==> src/rtl/apb_spi_if.sv <==
// APB bus bundle between an APB requester and the SPI master.
// Slave modport is the register-file side.
interface apb_spi_if;
  logic [31:0] paddr;
  logic        psel;
  logic        penable;
  logic        pwrite;
  logic [31:0] pwdata;
  logic [31:0] prdata;
  logic        pready;

  modport master (
    output paddr,
    output psel,
    output penable,
    output pwrite,
    output pwdata,
    input  prdata,
    input  pready
  );

  modport slave (
    input  paddr,
    input  psel,
    input  penable,
    input  pwrite,
    input  pwdata,
    output prdata,
    output pready
  );
endinterface

==> src/rtl/apb_spi_master.sv <==
// APB-programmed SPI mode-0 byte master.
// One byte per TXDATA write, MSB first, programmable sclk divider.
module apb_spi_master #(
  parameter logic [7:0] DIV_RST = 8'd1
) (
  input  logic     pclk,
  input  logic     preset,
  apb_spi_if.slave bus,
  output logic     sclk,
  output logic     mosi,
  output logic     ss_n,
  input  logic     miso,
  output logic     irq
);

  typedef enum logic [1:0] {
    S_IDLE,
    S_XFER,
    S_DONE
  } state_t;

  state_t r_state;
  state_t w_next;

  logic       r_en;
  logic       r_ie;
  logic [7:0] r_div;
  logic [7:0] r_div_lat;
  logic [7:0] r_cnt;
  logic [3:0] r_half;
  logic       r_sclk;
  logic [7:0] r_tx;
  logic [7:0] r_rx;
  logic [7:0] r_rxdata;
  logic       r_rxv;
  logic       r_ovr;

  logic [2:0]  w_addr;
  logic        w_busy;
  logic        w_tx_wr;
  logic        w_pready;
  logic        w_acc;
  logic        w_wr;
  logic        w_rd;
  logic        w_a_ctrl;
  logic        w_a_tx;
  logic        w_a_rx;
  logic        w_a_stat;
  logic        w_a_div;
  logic        w_start;
  logic        w_half_end;
  logic        w_last;
  logic        w_done;
  logic [31:0] w_rdata;
  logic        w_unused;

  assign w_addr   = bus.paddr[4:2];
  assign w_a_ctrl = (w_addr == 3'd0);
  assign w_a_tx   = (w_addr == 3'd1);
  assign w_a_rx   = (w_addr == 3'd2);
  assign w_a_stat = (w_addr == 3'd3);
  assign w_a_div  = (w_addr == 3'd4);

  assign w_busy = (r_state != S_IDLE);

  // A new byte cannot be queued; stall the bus until the engine is idle.
  assign w_tx_wr  = bus.psel & bus.penable
                  & bus.pwrite & w_a_tx;
  assign w_pready = ~(w_tx_wr & r_en & w_busy);

  assign w_acc = bus.psel & bus.penable & w_pready;
  assign w_wr  = w_acc & bus.pwrite;
  assign w_rd  = w_acc & ~bus.pwrite;

  assign w_start = w_wr & w_a_tx & r_en
                 & (r_state == S_IDLE);

  assign w_half_end = (r_state == S_XFER)
                    & (r_cnt == r_div_lat);
  assign w_last     = w_half_end & (r_half == 4'd15);
  assign w_done     = (r_state == S_DONE);

  assign w_unused = ^{bus.paddr[31:5],
                      bus.paddr[1:0],
                      bus.pwdata[31:8]};

  // State register.
  always_ff @(posedge pclk) begin
    if (preset) begin
      r_state <= S_IDLE;
    end else begin
      r_state <= w_next;
    end
  end

  // Next-state logic.
  always_comb begin
    w_next = r_state;
    unique case (r_state)
      S_IDLE: begin
        if (w_start) begin
          w_next = S_XFER;
        end
      end
      S_XFER: begin
        if (w_last) begin
          w_next = S_DONE;
        end
      end
      S_DONE: begin
        w_next = S_IDLE;
      end
      default: begin
        w_next = S_IDLE;
      end
    endcase
  end

  // Shift engine: half-period timer, sclk, shift in/out.
  always_ff @(posedge pclk) begin
    if (preset) begin
      r_cnt     <= 8'd0;
      r_half    <= 4'd0;
      r_sclk    <= 1'b0;
      r_tx      <= 8'd0;
      r_rx      <= 8'd0;
      r_div_lat <= 8'd0;
    end else if (w_start) begin
      r_tx      <= bus.pwdata[7:0];
      r_rx      <= 8'd0;
      r_div_lat <= r_div;
      r_cnt     <= 8'd0;
      r_half    <= 4'd0;
      r_sclk    <= 1'b0;
    end else if (r_state == S_XFER) begin
      if (w_half_end) begin
        r_cnt  <= 8'd0;
        r_half <= r_half + 4'd1;
        if (!r_half[0]) begin
          r_sclk <= 1'b1;
          r_rx   <= {r_rx[6:0], miso};
        end else begin
          r_sclk <= 1'b0;
          r_tx   <= {r_tx[6:0], 1'b0};
        end
      end else begin
        r_cnt <= r_cnt + 8'd1;
      end
    end
  end

  // Register file; completion flags win over clears.
  always_ff @(posedge pclk) begin
    if (preset) begin
      r_en     <= 1'b0;
      r_ie     <= 1'b0;
      r_div    <= DIV_RST;
      r_rxdata <= 8'd0;
      r_rxv    <= 1'b0;
      r_ovr    <= 1'b0;
    end else begin
      if (w_wr && w_a_ctrl) begin
        r_ie <= bus.pwdata[1];
        r_en <= bus.pwdata[0];
      end
      if (w_wr && w_a_div && !w_busy) begin
        r_div <= bus.pwdata[7:0];
      end
      if (w_rd && w_a_rx) begin
        r_rxv <= 1'b0;
      end
      if (w_wr && w_a_stat && bus.pwdata[2]) begin
        r_ovr <= 1'b0;
      end
      if (w_done) begin
        r_rxdata <= r_rx;
        r_rxv    <= 1'b1;
        if (r_rxv) begin
          r_ovr <= 1'b1;
        end
      end
    end
  end

  // Read mux, zero when not a read.
  always_comb begin
    w_rdata = 32'h0;
    if (bus.psel && !bus.pwrite) begin
      unique case (1'b1)
        w_a_ctrl: w_rdata = {30'h0, r_ie, r_en};
        w_a_rx:   w_rdata = {24'h0, r_rxdata};
        w_a_stat: w_rdata = {29'h0, r_ovr,
                             r_rxv, w_busy};
        w_a_div:  w_rdata = {24'h0, r_div};
        default:  w_rdata = 32'h0;
      endcase
    end
  end

  assign bus.prdata = w_rdata;
  assign bus.pready = w_pready;

  assign sclk = r_sclk;
  assign mosi = (r_state == S_XFER) & r_tx[7];
  assign ss_n = (r_state == S_IDLE);
  assign irq  = r_ie & r_rxv;

endmodule

==> src/flat_wrapper.sv <==
// flat-port wrapper written by rule: the top's interface ports become plain ports
module apb_spi_master_flat 
#(
  parameter logic [7:0] DIV_RST = 8'd1
)
  (pclk, preset, sclk, mosi, ss_n, miso, irq, bus_paddr, bus_psel, bus_penable, bus_pwrite, bus_pwdata, bus_prdata, bus_pready);
  apb_spi_if bus_i ();
  input  logic pclk;
  input  logic preset;
  output logic sclk;
  output logic mosi;
  output logic ss_n;
  input  logic miso;
  output logic irq;
  input wire logic [$bits(bus_i.paddr)-1:0] bus_paddr;
  input wire logic [$bits(bus_i.psel)-1:0] bus_psel;
  input wire logic [$bits(bus_i.penable)-1:0] bus_penable;
  input wire logic [$bits(bus_i.pwrite)-1:0] bus_pwrite;
  input wire logic [$bits(bus_i.pwdata)-1:0] bus_pwdata;
  output wire logic [$bits(bus_i.prdata)-1:0] bus_prdata;
  output wire logic [$bits(bus_i.pready)-1:0] bus_pready;
  assign bus_i.paddr = bus_paddr;
  assign bus_i.psel = bus_psel;
  assign bus_i.penable = bus_penable;
  assign bus_i.pwrite = bus_pwrite;
  assign bus_i.pwdata = bus_pwdata;
  assign bus_prdata = bus_i.prdata;
  assign bus_pready = bus_i.pready;
  apb_spi_master #(.DIV_RST(DIV_RST)) u_core (.pclk(pclk), .preset(preset), .bus(bus_i), .sclk(sclk), .mosi(mosi), .ss_n(ss_n), .miso(miso), .irq(irq));
endmodule
==> config.mk <==
export PLATFORM = sky130hd
export DESIGN_NAME = apb_spi_master_flat
export DESIGN_NICKNAME = d
export VERILOG_FILES = /design/src/rtl/apb_spi_if.sv /design/src/rtl/apb_spi_master.sv /design/src/flat_wrapper.sv
export SDC_FILE = /design/constraint.sdc
export NUM_CORES = 1
export LEC_CHECK = 0
export CELL_PAD_IN_SITES_DETAIL_PLACEMENT = 1
export CELL_PAD_IN_SITES_GLOBAL_PLACEMENT = 1
export CORE_MARGIN = 2
export CORE_UTILIZATION = 33
export CTS_BUF_LIST = sky130_fd_sc_hd__clkbuf_8
export DETAILED_ROUTE_END_ITERATION = 7
export PLACE_DENSITY = 0.87
export SLEW_MARGIN = 20
export SYNTH_ARGS = -nofsm -noshare
export SYNTH_HDL_FRONTEND = slang
export SYNTH_SLANG_ARGS = --single-unit
==> constraint.sdc <==
create_clock -name pclk -period 2.7 [get_ports pclk]
set_clock_uncertainty 0.05 [all_clocks]
set_input_delay 0.405 -clock pclk [delete_from_list [all_inputs] [get_ports pclk]]
set_output_delay 0.405 -clock pclk [all_outputs]
set_load 0.05 [all_outputs]
==> results of run 1 <==
-- flip-flops by register name (all words and copies together) (netlist names) --
name	flops
u_core.r_rxv	1
u_core.r_ie	1
u_core.r_cnt	8
u_core.r_en	1
u_core.r_ovr	1
u_core.r_half	4
u_core.r_state	2
u_core.r_div_lat	8
u_core.r_div	8
u_core.r_tx	8
u_core.r_rxdata	8
u_core.r_rx	8
-- final cells by class --
| cell class | count | area (µm²) |
|---|---|---|
| clock buffers | 11 | 151 |
| clock inverters | 5 | 100 |
| fillers | 960 | 4750 |
| inverters | 7 | 26.3 |
| multi-input cells | 259 | 1500 |
| flip-flops and latches | 58 | 1160 |
| well taps | 105 | 131 |
| repair buffers | 43 | 473 |
-- placed cells by master (no fill, tap or decap), drive strengths merged, types with 8 or more instances in the layout --
cell type      count
clkdlybuf4s50     20
nand2             54
nor2              39
a21oi             26
nand4              8
xor2               8
mux2i             24
buf               23
conb              24
dfxtp             58
clkbuf            11
-- critical path, cell delays in order --
cell and delay (ns):
clkdlybuf4s50_1 0.47, nor2b_1 0.19, o21ai_0 0.25, or2_1 0.34, nor2_1 0.23, buf_12 0.17
-- cell families after synthesis --
kind of cell,Yosys count
AOI/OAI and AO/OA,50
other,1
muxes,25
adders and majority gates,2
xor gates and xnor gates,11
DFF,58
and+or+nand+nor,147
buffers and inverters,46
-- routing by layer --
metal  wire, µm  up-vias
li1           -     1193
met3        216       16
met5          0        -
met4        167        0
met1       3200     1154
met2       3750       39
-- final timing paths --
kind                                          from            endpoint  slack, ns
worst min-delay path            u_core.r_rxdata[2]  u_core.r_rxdata[2]       0.40
worst max-delay path                  bus_paddr[3]       bus_prdata[6]       0.19
worst max register to register   u_core.r_state[0]      u_core.r_rx[6]       0.67
worst min register to register  u_core.r_rxdata[2]  u_core.r_rxdata[2]       0.40
-- power by group through the flow --
stage          registers (µW)  logic, µW  clock network [µW]
2_1_floorplan             877        131                   0
3_3_place_gp              877        148                   0
3_5_place_dp              877        150                   0
4_1_cts                   858        150                1030
5_1_grt                   857        159                1070
6_report                  858        150                1020
-- through the flow --
step / area (µm²) / worst slack, ns / power [µW]
6_report: 3540 / 0.189 / 2030
5_1_grt: 3540 / 0.00856 / 2090
2_1_floorplan: 2930 / 0.390 / 1010
3_3_place_gp: 3290 / 0.232 / 1020
4_1_cts: 3540 / 0.145 / 2040
3_5_place_dp: 3290 / 0.164 / 1030
==> flow_summary.ini, run 1 <==
[status]
status = complete, no violations

[hold_path]
whs_path_depth = 2
hold_path_class = flop to flop

[pwr]
p_leak_uw = 0.00139
swShare_pct = 23.4
pwr-share-seq_pct = 42.3
intPower_uw = 1550
p_per_area_mw_per_mm2 = 572
peakVddDrop_mv = 0.274
clockPowerShare_pct = 50.3
p_switching_uw = 475
p_comb_share_pct = 7.4

[yosys]
ys_ff_latch = 58
async_flop_share_pct = 0
syn_area_per_cell_um2 = 8.36
synth_edf_count = 0
netlist_area_mm2 = 0.00284
yosys.area.top_type = dfxtp_1
seq_area_frac_synth_pct = 40.9
yosysMostFrequentCell = dfxtp_1
synth_compound_area_share_pct = 10.9
synthXorXnorAreaFrac_pct = 3.39
synth_fa_ha_area_share_pct = 0.881
yosysUniqueCellTypes = 44
synthSimpleGateAreaFrac_pct = 25.7
synth_ff_type = dfxtp_1
synthCells = 340
synth_warnings = 0
synth_common_cells = dfxtp_1, nand2_1, nor2_1
yosysTopAreaCellShare_pct = 40.9
synthMuxAreaShare_pct = 8.85
synth_top_family_by_area = simple AND/OR/NAND/NOR gates
synth_area_leaders = dfxtp_1, mux2i_1, nand2_1

[clocking]
postCtsSetupRepairBufs = 0
hold_buffers = 0
clk_pin_slew_ns = 0.07
clock-sinks = 58
cts-htree-levels = 3
cts_buffers = 9
cts_buffer_depth = 2
clockRootBuffer = clkbuf_8
worstSkewPairLatency_ns = 0.35
cts_tree = yes
cts_resized = 0

[setup_path]
r2r_cells = 5
critical_path_class = input pin to output port
crit_required_ns = 2.25
cp.arrival_ns = 2.06
worstSetupStartpointType = input pin
crit_fanout = 5
cp-end-kind = output port

[cells_and_area]
num_antenna_cells = 0
post-route-util_pct = 42.7
nets = 450
area_delta_synth_final_pct = 24.7
drive_gt1_share_pct = 12.0
final_cells = 488

[placed_design]
gp_congestion = 0.813
port-buffer-count = 29
post-dp-hpwl_mm = 5.42
placedCellCount = 472

[die]
placementRows = 33
core_area_mm2 = 0.00830
die_h_um = 96.8
dieArea_mm2 = 0.00937
die_width_um = 96.8
start_util_pct = 34.2
pin_count = 107

[detailed_routing]
drc = 0
wire_per_inst_um = 15.0
firstDrtPassIters = 4
postRouteAntennaNets = 0
vias_per_cell = 4.92
totalWireLength_mm = 7.33
route.vias.total = 2402
drt_iter0_drc = 138

[sta]
slew_headroom_pct = 53.7
hold_slack_ns = 0.404
fmax_ghz = 0.398
tns_ns = 0
fin_crit_ns = 2.51
hold_viol = 0
rsz0062_at_grt = no
slew_violations = 0
setup_viol = 0
worst_pin_slew_ns = 0.694
min_period_over_period_pct = 93.0

[global_routing]
use_met1_pct = 18.5
grt_usage_pct = 16.2
grt_max_degree = 46
busiest_layer = met2
use_met3_pct = 3.83
overflow = 0
met2_usage_pct = 28.4
grt_pass1_vias = 2570
grt_pass1_wl_mm = 12.1
antenna_found_initial = 0

[job]
maxCapViolCount = 0
No activity file was read; power rests on OpenSTA's default activity.
==> run 2: changes to the inputs <==
--- a/config.mk
+++ b/config.mk
@@ -7,7 +7,6 @@
 export LEC_CHECK = 0
 export CELL_PAD_IN_SITES_DETAIL_PLACEMENT = 1
 export CELL_PAD_IN_SITES_GLOBAL_PLACEMENT = 1
-export CORE_MARGIN = 2
 export CORE_UTILIZATION = 33
 export CTS_BUF_LIST = sky130_fd_sc_hd__clkbuf_8
 export DETAILED_ROUTE_END_ITERATION = 7
==> run 2 against run 1 <==
Net effect: die area decreased by 4.1%; utilization rose by 0.47 points; fmax barely moved; critical path depth did not move; power about the same; count of clock-buffer cells in the layout did not move; register-to-register slack got worse by 0.02 ns; combinational power hardly changed; clock power hardly changed; highest routed layer unchanged.
==> flow_summary.ini, run 2 (same netlist as run 1, synthesis figures left out) <==
[global_routing]
met2_usage_pct = 31.9
grt_pass1_vias = 2575
overflow = 0
grt_max_degree = 20
busiest_layer = met2
use_met3_pct = 3.78
grt_pass1_wl_mm = 12.3
antenna_found_initial = 0
grt_usage_pct = 18.3
use_met1_pct = 20.1

[detailed_routing]
firstDrtPassIters = 4
drt_iter0_drc = 65
wire_per_inst_um = 15.5
totalWireLength_mm = 7.57
vias_per_cell = 5.01
drc = 0
route.vias.total = 2452
postRouteAntennaNets = 0

[clocking]
worstSkewPairLatency_ns = 0.35
cts_tree = yes
cts_buffers = 9
cts_buffer_depth = 2
hold_buffers = 0
clock-sinks = 58
cts-htree-levels = 3
clockRootBuffer = clkbuf_8
cts_resized = 0
postCtsSetupRepairBufs = 0
clk_pin_slew_ns = 0.07

[die]
die_h_um = 94.8
placementRows = 33
pin_count = 107
start_util_pct = 34.4
die_width_um = 94.8
dieArea_mm2 = 0.00899
core_area_mm2 = 0.00826

[placed_design]
postPlaceCellArea_mm2 = 0.00331
gp_congestion = 0.804
post-dp-hpwl_mm = 5.34
port-buffer-count = 29

[sta]
slew_violations = 0
worst_pin_slew_ns = 0.727
slew_headroom_pct = 51.4
hold_viol = 0
hold_slack_ns = 0.415
min_period_over_period_pct = 92.9
setup_viol = 0
fin_crit_ns = 2.51
fmax_ghz = 0.399
tns_ns = 0
rsz0062_at_grt = no

[cells_and_area]
area_delta_synth_final_pct = 25.5
final_cell_area_mm2 = 0.00357
post-route-util_pct = 43.2
nets = 451
num_antenna_cells = 0
regArea_mm2 = 0.00116
drive_gt1_share_pct = 12.0
most-common-layout-cells = dfxtp_1, nand2_1, nor2_1
final_common_cell = dfxtp_1
multi_input_area_mm2 = 0.00150
fill_cells = 998

[setup_path]
cp-end-kind = output port
crit_required_ns = 2.25
reg2reg_from = u_core.r_state[0]
crit_path_start = bus_paddr[3]
rrSetupSlack_ns = 0.65
r2r_end = u_core.r_rx[0]
critical_path_class = input pin to output port
worstSetupStartpointType = input pin
r2r_cells = 5
cp.arrival_ns = 2.05
crit_fanout = 5

[hold_path]
hold_path_class = flop to flop
whs_path_depth = 2
min_from = u_core.r_rxdata[1]
hold-path-endpoint = u_core.r_rxdata[1]

[pwr]
finalPower_uw = 2030
p_leak_uw = 0.00139
p_switching_uw = 476
intPower_uw = 1550
p_comb_share_pct = 7.5
peakVddDrop_mv = 0.254
swShare_pct = 23.5
pwr-share-seq_pct = 42.2
clockPowerShare_pct = 50.3
p_per_area_mw_per_mm2 = 570

[status]
status = complete, no violations

[job]
maxCapViolCount = 0
-- run 2: cell types whose count changed in the layout (fill, tap and decap cells not counted), sizes merged --
cell / delta
inv: +1
buf: +1
clkinv: -2
clkinvlp: +1
-- run 2: power by group through the flow --
| stage | clock, µW | combinational [µW] | sequential, µW |
|---|---|---|---|
| 2_1_floorplan | 0 | 131 | 877 |
| 3_3_place_gp | 0 | 149 | 877 |
| 3_5_place_dp | 0 | 151 | 877 |
| 4_1_cts | 1040 | 152 | 858 |
| 5_1_grt | 1060 | 160 | 857 |
| 6_report | 1020 | 152 | 858 |
-- run 2: final cells by class --
type / count / area share [%]
clock buffers: 11 / 4.25
clock inverters: 5 / 2.84
inverters: 7 / 0.737
multi-input cells: 259 / 42.1
flip-flops and latches: 58 / 32.6
well taps: 105 / 3.68
repair buffers: 44 / 13.8
-- run 2: routing by layer --
metal / wire (µm) / share of wire (%)
met3: 237 / 3.1
met2: 3940 / 52
met4: 243 / 3.2
met1: 3150 / 42
met5: 0 / 0
-- run 2: critical path, cell delays in order --
cell             delay [ns]
clkdlybuf4s50_1        0.47
nor2b_1                0.18
o21ai_0                0.22
or2_1                  0.35
nor2_1                 0.25
buf_12                 0.17
-- run 2: worst max path at each step --
stage               cells after the start  slack [ns]             endpoint
floorplan                               6        0.39  u_core.r_div_lat[2]
global placement                        6        0.24        bus_prdata[5]
detailed placement                      6        0.20        bus_prdata[6]
CTS                                     6        0.18        bus_prdata[6]
global route                            6        0.06        bus_prdata[6]
finish                                  6        0.19        bus_prdata[6]
-- run 2: metrics by stage --
step,cells,worst slack (ns)
final,489,0.191
after global routing,489,0.0563
after CTS,489,0.179
after detailed placement,473,0.203
after global placement,473,0.242
after floorplan,363,0.390
==> run 3: changes to the inputs <==
--- a/config.mk
+++ b/config.mk
@@ -5,6 +5,7 @@
 export SDC_FILE = /design/constraint.sdc
 export NUM_CORES = 1
 export LEC_CHECK = 0
+export CAP_MARGIN = 20
 export CELL_PAD_IN_SITES_DETAIL_PLACEMENT = 1
 export CELL_PAD_IN_SITES_GLOBAL_PLACEMENT = 1
 export CORE_UTILIZATION = 33
==> results of run 3 <==
No change in the layout: final DEF, timing and power equal those of run 2.
